===== config.mk =====
export PLATFORM = sky130hd
export DESIGN_NAME = ir_word_encoder
export DESIGN_NICKNAME = d
export VERILOG_FILES = /design/src/rtl/ir_word_encoder.sv
export SDC_FILE = /design/constraint.sdc
export NUM_CORES = 1
export LEC_CHECK = 0
export ABC_AREA = 1
export CORE_MARGIN = 2
export CORE_UTILIZATION = 40
export CTS_CLUSTER_SIZE = 30
export DETAILED_ROUTE_END_ITERATION = 8
export GPL_TIMING_DRIVEN = 0
export PLACE_DENSITY_LB_ADDON = 0.05
export REMOVE_ABC_BUFFERS = 1
export SYNTH_ARGS = -nofsm -noshare
export SYNTH_HDL_FRONTEND = slang
export SYNTH_SLANG_ARGS = --single-unit
export TNS_END_PERCENT = 10

===== constraint.sdc =====
create_clock -name clock -period 6.6 [get_ports clock]
set_input_delay 0.66 -clock clock [delete_from_list [all_inputs] [get_ports clock]]
set_output_delay 0.66 -clock clock [all_outputs]
set_load 0.02 [all_outputs]

===== src/rtl/ir_word_encoder.sv =====
// ir_word_encoder: packs instruction fields into IR words and streams them to memory via a small FIFO.
// Optional IR_ENC_RANGE_CHECK_EN rejects out-of-range constants and opcodes.
module ir_word_encoder #(
  parameter int AW = 9,
  parameter int DEPTH = 4
) (
  input  logic          clock,
  input  logic          clear,
  input  logic          start,
  input  logic [AW-1:0] base_addr,
  input  logic          in_valid,
  output logic          in_ready,
  input  logic          in_last,
  input  logic [4:0]    opcode,
  input  logic [3:0]    ra,
  input  logic [3:0]    rb,
  input  logic [3:0]    rc,
  input  logic [31:0]   imm,
  output logic [AW-1:0] mem_addr,
  output logic [31:0]   mem_data,
  output logic          mem_write,
  input  logic          mem_ack,
  output logic          busy,
  output logic          done,
  output logic [7:0]    err_count
);
  localparam int PW = $clog2(DEPTH);
  localparam int CW = PW + 1;
  typedef enum logic [1:0] {IDLE, LOAD, DRAIN, DONE} state_t;
  state_t state;
  logic [31:0] fifo [DEPTH];
  logic [PW-1:0] rd, wr;
  logic [CW-1:0] count;
  logic take, push, pop, go, reject;
`ifdef IR_ENC_RANGE_CHECK_EN
  assign reject = (opcode > 5'd26) || !(&imm[31:14] || ~|imm[31:14]);
`else
  assign reject = 1'b0 & ^imm[31:15];
`endif
  assign in_ready = state == LOAD && count < CW'(DEPTH);
  assign take = in_valid && in_ready;
  assign push = take && !reject;
  assign mem_write = count != '0 && (state == LOAD || state == DRAIN);
  assign pop = mem_write && mem_ack;
  assign go = start && (state == IDLE || state == DONE);
  assign mem_data = count != '0 ? fifo[rd] : '0;
  assign busy = state == LOAD || state == DRAIN;
  assign done = state == DONE;
  always_ff @(posedge clock)
    if (push) fifo[wr] <= {opcode, ra, rb, rc, imm[14:0]};
  always_ff @(posedge clock) begin
    if (!clear) begin
      state <= IDLE;
      mem_addr <= '0;
      err_count <= '0;
      rd <= '0;
      wr <= '0;
      count <= '0;
    end else if (go) begin
      state <= LOAD;
      mem_addr <= base_addr;
      err_count <= '0;
      rd <= '0;
      wr <= '0;
      count <= '0;
    end else begin
      if (state == LOAD && take && in_last) state <= DRAIN;
      // the final ack and the DONE transition share an edge
      if (state == DRAIN && count == CW'(pop)) state <= DONE;
      if (push) wr <= wr + 1'b1;
      if (pop) begin
        rd <= rd + 1'b1;
        mem_addr <= mem_addr + 1'b1;
      end
      count <= count + CW'(push) - CW'(pop);
      if (take && reject && err_count != 8'hFF) err_count <= err_count + 1'b1;
    end
  end
endmodule


==> metrics.md, run 1 <==
| Metric | Value |
|---|---|
| Setup Viol. Count Final | 0 |
| Share of post-route cells with drive strength above 1 | 0.0780 |
| Area of the multi-input gates | 0.00172 sq mm |
| Post-Syn Area | 0.00624 sq mm |
| Min Tclk post-route | 4.03 ns |
| Critical path startpoint category | flip-flop |
| Syn avg cell area | 11.1 sq um |
| Clock transition at path regs | 0.05 ns |
| Pwr dens | 277 mW/mm^2 |
| Final Slew Violations | 0 |
| Grt ovf | 0 |
| Vias/cell | 4.88 |
| CTS tree | done |
| Port Buffers | 91 |
| Flop pwr share | 0.484 |
| Leakage power | 2.76 nW |
| Synthesized flop and latch total | 148 |
| Final Hold Vio Count | 0 |
| Vias | 4174 |
| RSZ-0062 raised after global routing | no |
| Maximum clock rate | 248 MHz |
| Register area share after synthesis | 0.680 |
| # placed instances | 823 |
| CTS root buf | clkbuf_16 |
| Nets | 729 |
| Core Box Area | 0.0152 sq mm |
| Commonest cells after routing, fill and taps aside | nor2_1 (155), edfxtp_1 (128), clkdlybuf4s50_1 (91) |
| CP required | 5.94 ns |
| Arrival time at the worst endpoint | 3.37 ns |
| Drt drc | 0 |
| Setup TNS | 0 ns |
| Post-Syn Instances | 564 |
| Post-CTS Setup Inserts | 0 |
| Relative slew slack | 0.139 |
| Area growth syn-to-layout | 26.7% |
| Place WS | 2.84 ns |
| Count of cell types in the netlist | 30 |
| Clk buf depth | 2 |
| Clock latency on the worst-skew pair | 0.42 ns |
| H-tree levels | 4 |
| Final WS setup | 2.57 ns |
| Final setup skew | 0.0107 ns |
| RePlAce Congestion | 0.751 |
| Min-delay worst type | flip-flop to flip-flop |
| Die height | 129 um |
| # hold bufs at CTS | 0 |
| Switching pwr | 494 uW |
| Internal power | 1.70 mW |
| Clock share of power | 0.405 |
| Antenna violations before repair | 0 |
| Detail Route Antenna Nets | 0 |
| CTS buffer count | 17 |
| WL final | 13.4 mm |
| Layout Cells excl Fill | 855 |
| DR pass1 iterations | 4 |
| Commonest non-fill, non-tap cell in the layout | nor2_1 |
| Tightest Pin Transition | 1.29 ns |
| Critical path class | flip-flop to output pin |
| Maximum vdd drop | 0.000180 V |
| Sequential cell area | 0.00425 sq mm |
| Worst Path Max Fanout | 33 |
| Yosys Warn Count | 0 |
| Fill count | 1350 |
| Largest net degree at the start of global routing | 65 |
| Total die area | 0.0166 sq mm |
| Post-CTS sizing | 0 |
| Die width | 129 um |
| Row count | 45 |
| Max cap viols | 0 |
| First-pass GRT wire length | 21.0 mm |
| Drt wl/cell | 15.7 um |
| I/O pin cnt | 117 |
| Tcrit/Tclk final | 0.611 |
| Vias in the first global route | 4144 |
| Initial drt markers | 231 |
| Diodes inserted | 0 |
| # clock sinks | 148 |
| Total track usage | 0.169 |
| Initial Util | 0.411 |
| Status | finished, final reports clean |
| Net Sw Frac | 0.226 |
| DP HPWL | 7.78 mm |
| Gate power share | 0.111 |
| Crit path capture type | output pin |
[through the flow]
step / util / hold slack, ns / power (mW) / area, sq um
finish: 0.520 / 0.475 / 2.19 / 7910
floorplan: - / 0.433 / 1.20 / 6050
global placement: 0.474 / 0.443 / 1.32 / 7200
CTS: 0.520 / 0.478 / 2.21 / 7910
global route: 0.520 / 0.505 / 2.28 / 7910
detailed placement: 0.483 / 0.456 / 1.32 / 7350
[path summary, 6_finish.rpt]
check	from	endpoint	slack (ns)	depth (start not counted)
worst max-delay path	flip-flop	mem_data[13]	2.57	5
worst min-delay path	rd[1]$_SDFFE_PP0P_	flip-flop	0.47	2
worst max register to register	state[0]$_SDFFE_PN0P_	count[2]$_SDFF_PP0_	4.10	12
worst min register to register	rd[1]$_SDFFE_PP0P_	flip-flop	0.47	2
[kinds of logic after synthesis]
| logic type | after synthesis | synth area share |
|---|---|---|
| compound gates | 121 | 0.0974 |
| xor+xnor | 3 | 0.00421 |
| fa+ha+maj | 11 | 0.0233 |
| buf+inv | 63 | 0.0535 |
| flops | 148 | 0.680 |
| other cells | 1 | 0.000601 |
| simple gates | 217 | 0.141 |
[power groups by stage]
| stage | registers [mW] | logic [mW] | clock network, mW |
|---|---|---|---|
| global placement | 1.08 | 0.234 | 0 |
| global route | 1.06 | 0.266 | 0.946 |
| floorplan | 1.09 | 0.114 | 0 |
| CTS | 1.06 | 0.245 | 0.908 |
| finish | 1.06 | 0.242 | 0.888 |
| detailed placement | 1.08 | 0.244 | 0 |
[synth_stat cells]
library cell,n,area share
ha_1,10,0.020
buf_4,10,0.012
a21oi_1,47,0.038
nand2_1,40,0.024
nor2_4,1,0.0018
buf_2,8,0.0064
clkinv_1,1,0.00060
inv_4,2,0.0020
clkbuf_1,6,0.0036
buf_6,6,0.011
nand3b_1,2,0.0024
a21o_1,1,0.0012
xnor2_1,1,0.0014
o21ai_0,67,0.054
fa_1,1,0.0032
nand2_4,2,0.0036
inv_2,2,0.0012
conb_1,1,0.00060
inv_1,26,0.016
nand3_4,1,0.0028
nor2_1,159,0.096
edfxtp_1,128,0.62
nand2_2,2,0.0020
nor2_2,2,0.0020
o21ai_1,6,0.0048
buf_1,2,0.0012
or2_1,1,0.0010
xor2_1,2,0.0028
nand3_1,7,0.0056
dfxtp_1,20,0.064
[critical path, stage by stage, from the launching register on]
cell	delay, ns
dfxtp_2	0.88
inv_1	0.84
nor2_1	0.26
o21ai_0	0.10
a21oi_1	0.22
clkdlybuf4s50_1	0.64
[registers in the layout, indices dropped and copies added, names as in the netlist, named ones only]
register and count:
fifo 128, count 3, wr 2, rd 2, state 2, mem_addr 9
[metal layers]
metal,GRT usage,part of all wire,up-vias
li1,-,-,2090
met1,0.213,0.44,1969
met2,0.281,0.49,96
met3,0.0407,0.049,19
met4,0.0691,0.017,0
met5,0,0,-
[layout make-up]
cell class	instances	area share
Timing Repair Buffer	96	0.130
Clock inverter	3	0.00222
Clock buffer	29	0.0684
Multi-Input combinational cell	360	0.217
Sequential cell	148	0.537
Tap cell	188	0.0297
Inverter	31	0.0155
Note: power is estimated with default switching activity, not from simulation.
==> inputs of run 2 (changes only) <==
==> constraint.sdc (replaced) <==
create_clock -name clock -period 3.5 [get_ports clock]
set_input_delay 0.35 -clock clock [delete_from_list [all_inputs] [get_ports clock]]
set_output_delay 0.35 -clock clock [all_outputs]
set_load 0.02 [all_outputs]
==> metrics.md, run 2 (synthesis gave the netlist of run 1 again) <==
| Metric | Value |
|---|---|
| Total die area | 0.0166 sq mm (unchanged) |
| Status | finished, final reports clean |
| Min-delay worst type | flip-flop to flip-flop |
| Drt drc | 0 (unchanged) |
| Place WS | 0.0540 ns (-2.79 ns) |
| Vias/cell | 4.91 (+0.60%) |
| Final setup skew | 0.0103 ns (-0.000388 ns) |
| CTS buffer count | 17 (unchanged) |
| Maximum clock rate | 309 MHz |
| Critical path startpoint category | flip-flop |
| Setup TNS | 0 ns (unchanged) |
| DP HPWL | 7.78 mm (unchanged) |
| # clock sinks | 148 (unchanged) |
| Die width | 129 um (unchanged) |
| Clk buf depth | 2 (unchanged) |
| CP required | 3.15 ns (-2.79 ns) |
| # placed instances | 823 (unchanged) |
| Max cap viols | 0 (unchanged) |
| Top Registers | fifo (128), mem_addr (9), count (3) |
| Pwr dens | 522 mW/mm^2 (+88%) |
| Layout Cells excl Fill | 856 (+0.12%) |
| Tightest Pin Transition | 0.803 ns (-0.488 ns) |
| Fin util | 0.521 (+0.00115) |
| Worst Path Max Fanout | 64 (+94%) |
| Nets | 730 (+0.14%) |
| Antenna violations before repair | 0 (unchanged) |
| Port Buffers | 91 (unchanged) |
| Final WS setup | 0.261 ns (-2.30 ns) |
| Commonest cells after routing, fill and taps aside | nor2_1 (155), edfxtp_1 (128), clkdlybuf4s50_1 (91) |
| Min Tclk post-route | 3.24 ns |
| Initial Util | 0.411 (unchanged) |
| Vias in the first global route | 4136 (-0.19%) |
| Largest net degree at the start of global routing | 65 (unchanged) |
| CTS root buf | clkbuf_16 |
| Row count | 45 (unchanged) |
| Share of post-route cells with drive strength above 1 | 0.0808 (+0.00288) |
| Final Hold Vio Count | 0 (unchanged) |
| Die height | 129 um (unchanged) |
| Total track usage | 0.170 (+0.000894) |
| # hold bufs at CTS | 0 (unchanged) |
| I/O pin cnt | 117 (unchanged) |
| Drt wl/cell | 15.8 um (+0.87%) |
| Top reg by flops | fifo |
| Max reg flops | 128 (unchanged) |
| Clock latency on the worst-skew pair | 0.42 ns (about the same) |
| Final Slew Violations | 0 (unchanged) |
| Relative slew slack | 0.464 (+0.325) |
| CTS tree | done |
| Detail Route Antenna Nets | 0 (unchanged) |
| RSZ-0062 raised after global routing | no |
| Post-CTS Setup Inserts | 0 (unchanged) |
| Commonest non-fill, non-tap cell in the layout | nor2_1 |
| Area growth syn-to-layout | 27.0% |
| Leakage power | 2.76 nW (about the same) |
| Initial drt markers | 226 (-2.2%) |
| H-tree levels | 4 (unchanged) |
| Tcrit/Tclk final | 0.925 |
| RePlAce Congestion | 0.751 (unchanged) |
| Crit path capture type | output pin |
| Diodes inserted | 0 (unchanged) |
| First-pass GRT wire length | 21.1 mm (+0.56%) |
| DR pass1 iterations | 4 (unchanged) |
| Core Box Area | 0.0152 sq mm (unchanged) |
| Setup Viol. Count Final | 0 (unchanged) |
| Vias | 4204 (+0.72%) |
| WL final | 13.5 mm (+0.99%) |
| Critical path class | flip-flop to output pin |
| Worst hold margin | 0.477 ns (+0.00219 ns) |
| Maximum vdd drop | 0.000340 V (+89%) |
| Arrival time at the worst endpoint | 2.89 ns (-0.48 ns) |
| Clock transition at path regs | 0.05 ns (about the same) |
| Grt ovf | 0 (unchanged) |
## run 2: layer usage
metal  share of wire  GRT usage  vias to the layer above
li1                -          -                     2091
met1            0.44      0.214                     2000
met2            0.50      0.284                       97
met3           0.040     0.0399                       16
met4           0.016     0.0671                        0
met5               0          0                        -
## run 2: final timing paths
| path | endpoint | slack [ns] | cells after the start | from |
|---|---|---|---|---|
| setup reg to reg | count[2]$_SDFF_PP0_ | 1.00 | 12 | state[0]$_SDFFE_PN0P_ |
| setup / recovery | mem_data[9] | 0.26 | 5 | flip-flop |
| hold reg to reg | flip-flop | 0.48 | 2 | rd[1]$_SDFFE_PP0P_ |
| hold / removal | flip-flop | 0.48 | 2 | rd[1]$_SDFFE_PP0P_ |
## run 2: timing repair
action                                  CTS  global route
endpoints found under the setup margin   32             0
endpoints found under the hold margin     0             0
gates resized for setup                   4             0
## run 2: layout make-up
type                       instances  area (sq um)
timing repair inverter             1          7.51
inverter                          31           130
sequential                       148          4250
clock inverter                     3          17.5
fill                            1348          7280
multi-input combinational        360          1720
timing repair buffer              96          1030
clock buffer                      29           541
tap                              188           235
## run 2: critical path, cell delays in order, from the launching register on
cell and delay (ns):
dfxtp_2 0.78, buf_12 0.29, clkinv_4 0.36, o21ai_0 0.32, a21oi_1 0.11, clkdlybuf4s50_1 0.58
## run 2: per-stage QoR
stage / total power, mW / cell area (sq um)
final: 4.14 / 7930
after global routing: 4.29 / 7930
after CTS: 4.17 / 7930
after detailed placement: 2.50 / 7350
after global placement: 2.48 / 7200
after floorplan: 2.26 / 6050
## run 2: where the power goes
group,internal (mW),leakage [nW],switching [mW]
combinational,0.192,1.17,0.265
clock,1.04,0.274,0.642
sequential,1.97,1.32,0.0301
total,3.20,2.76,0.937
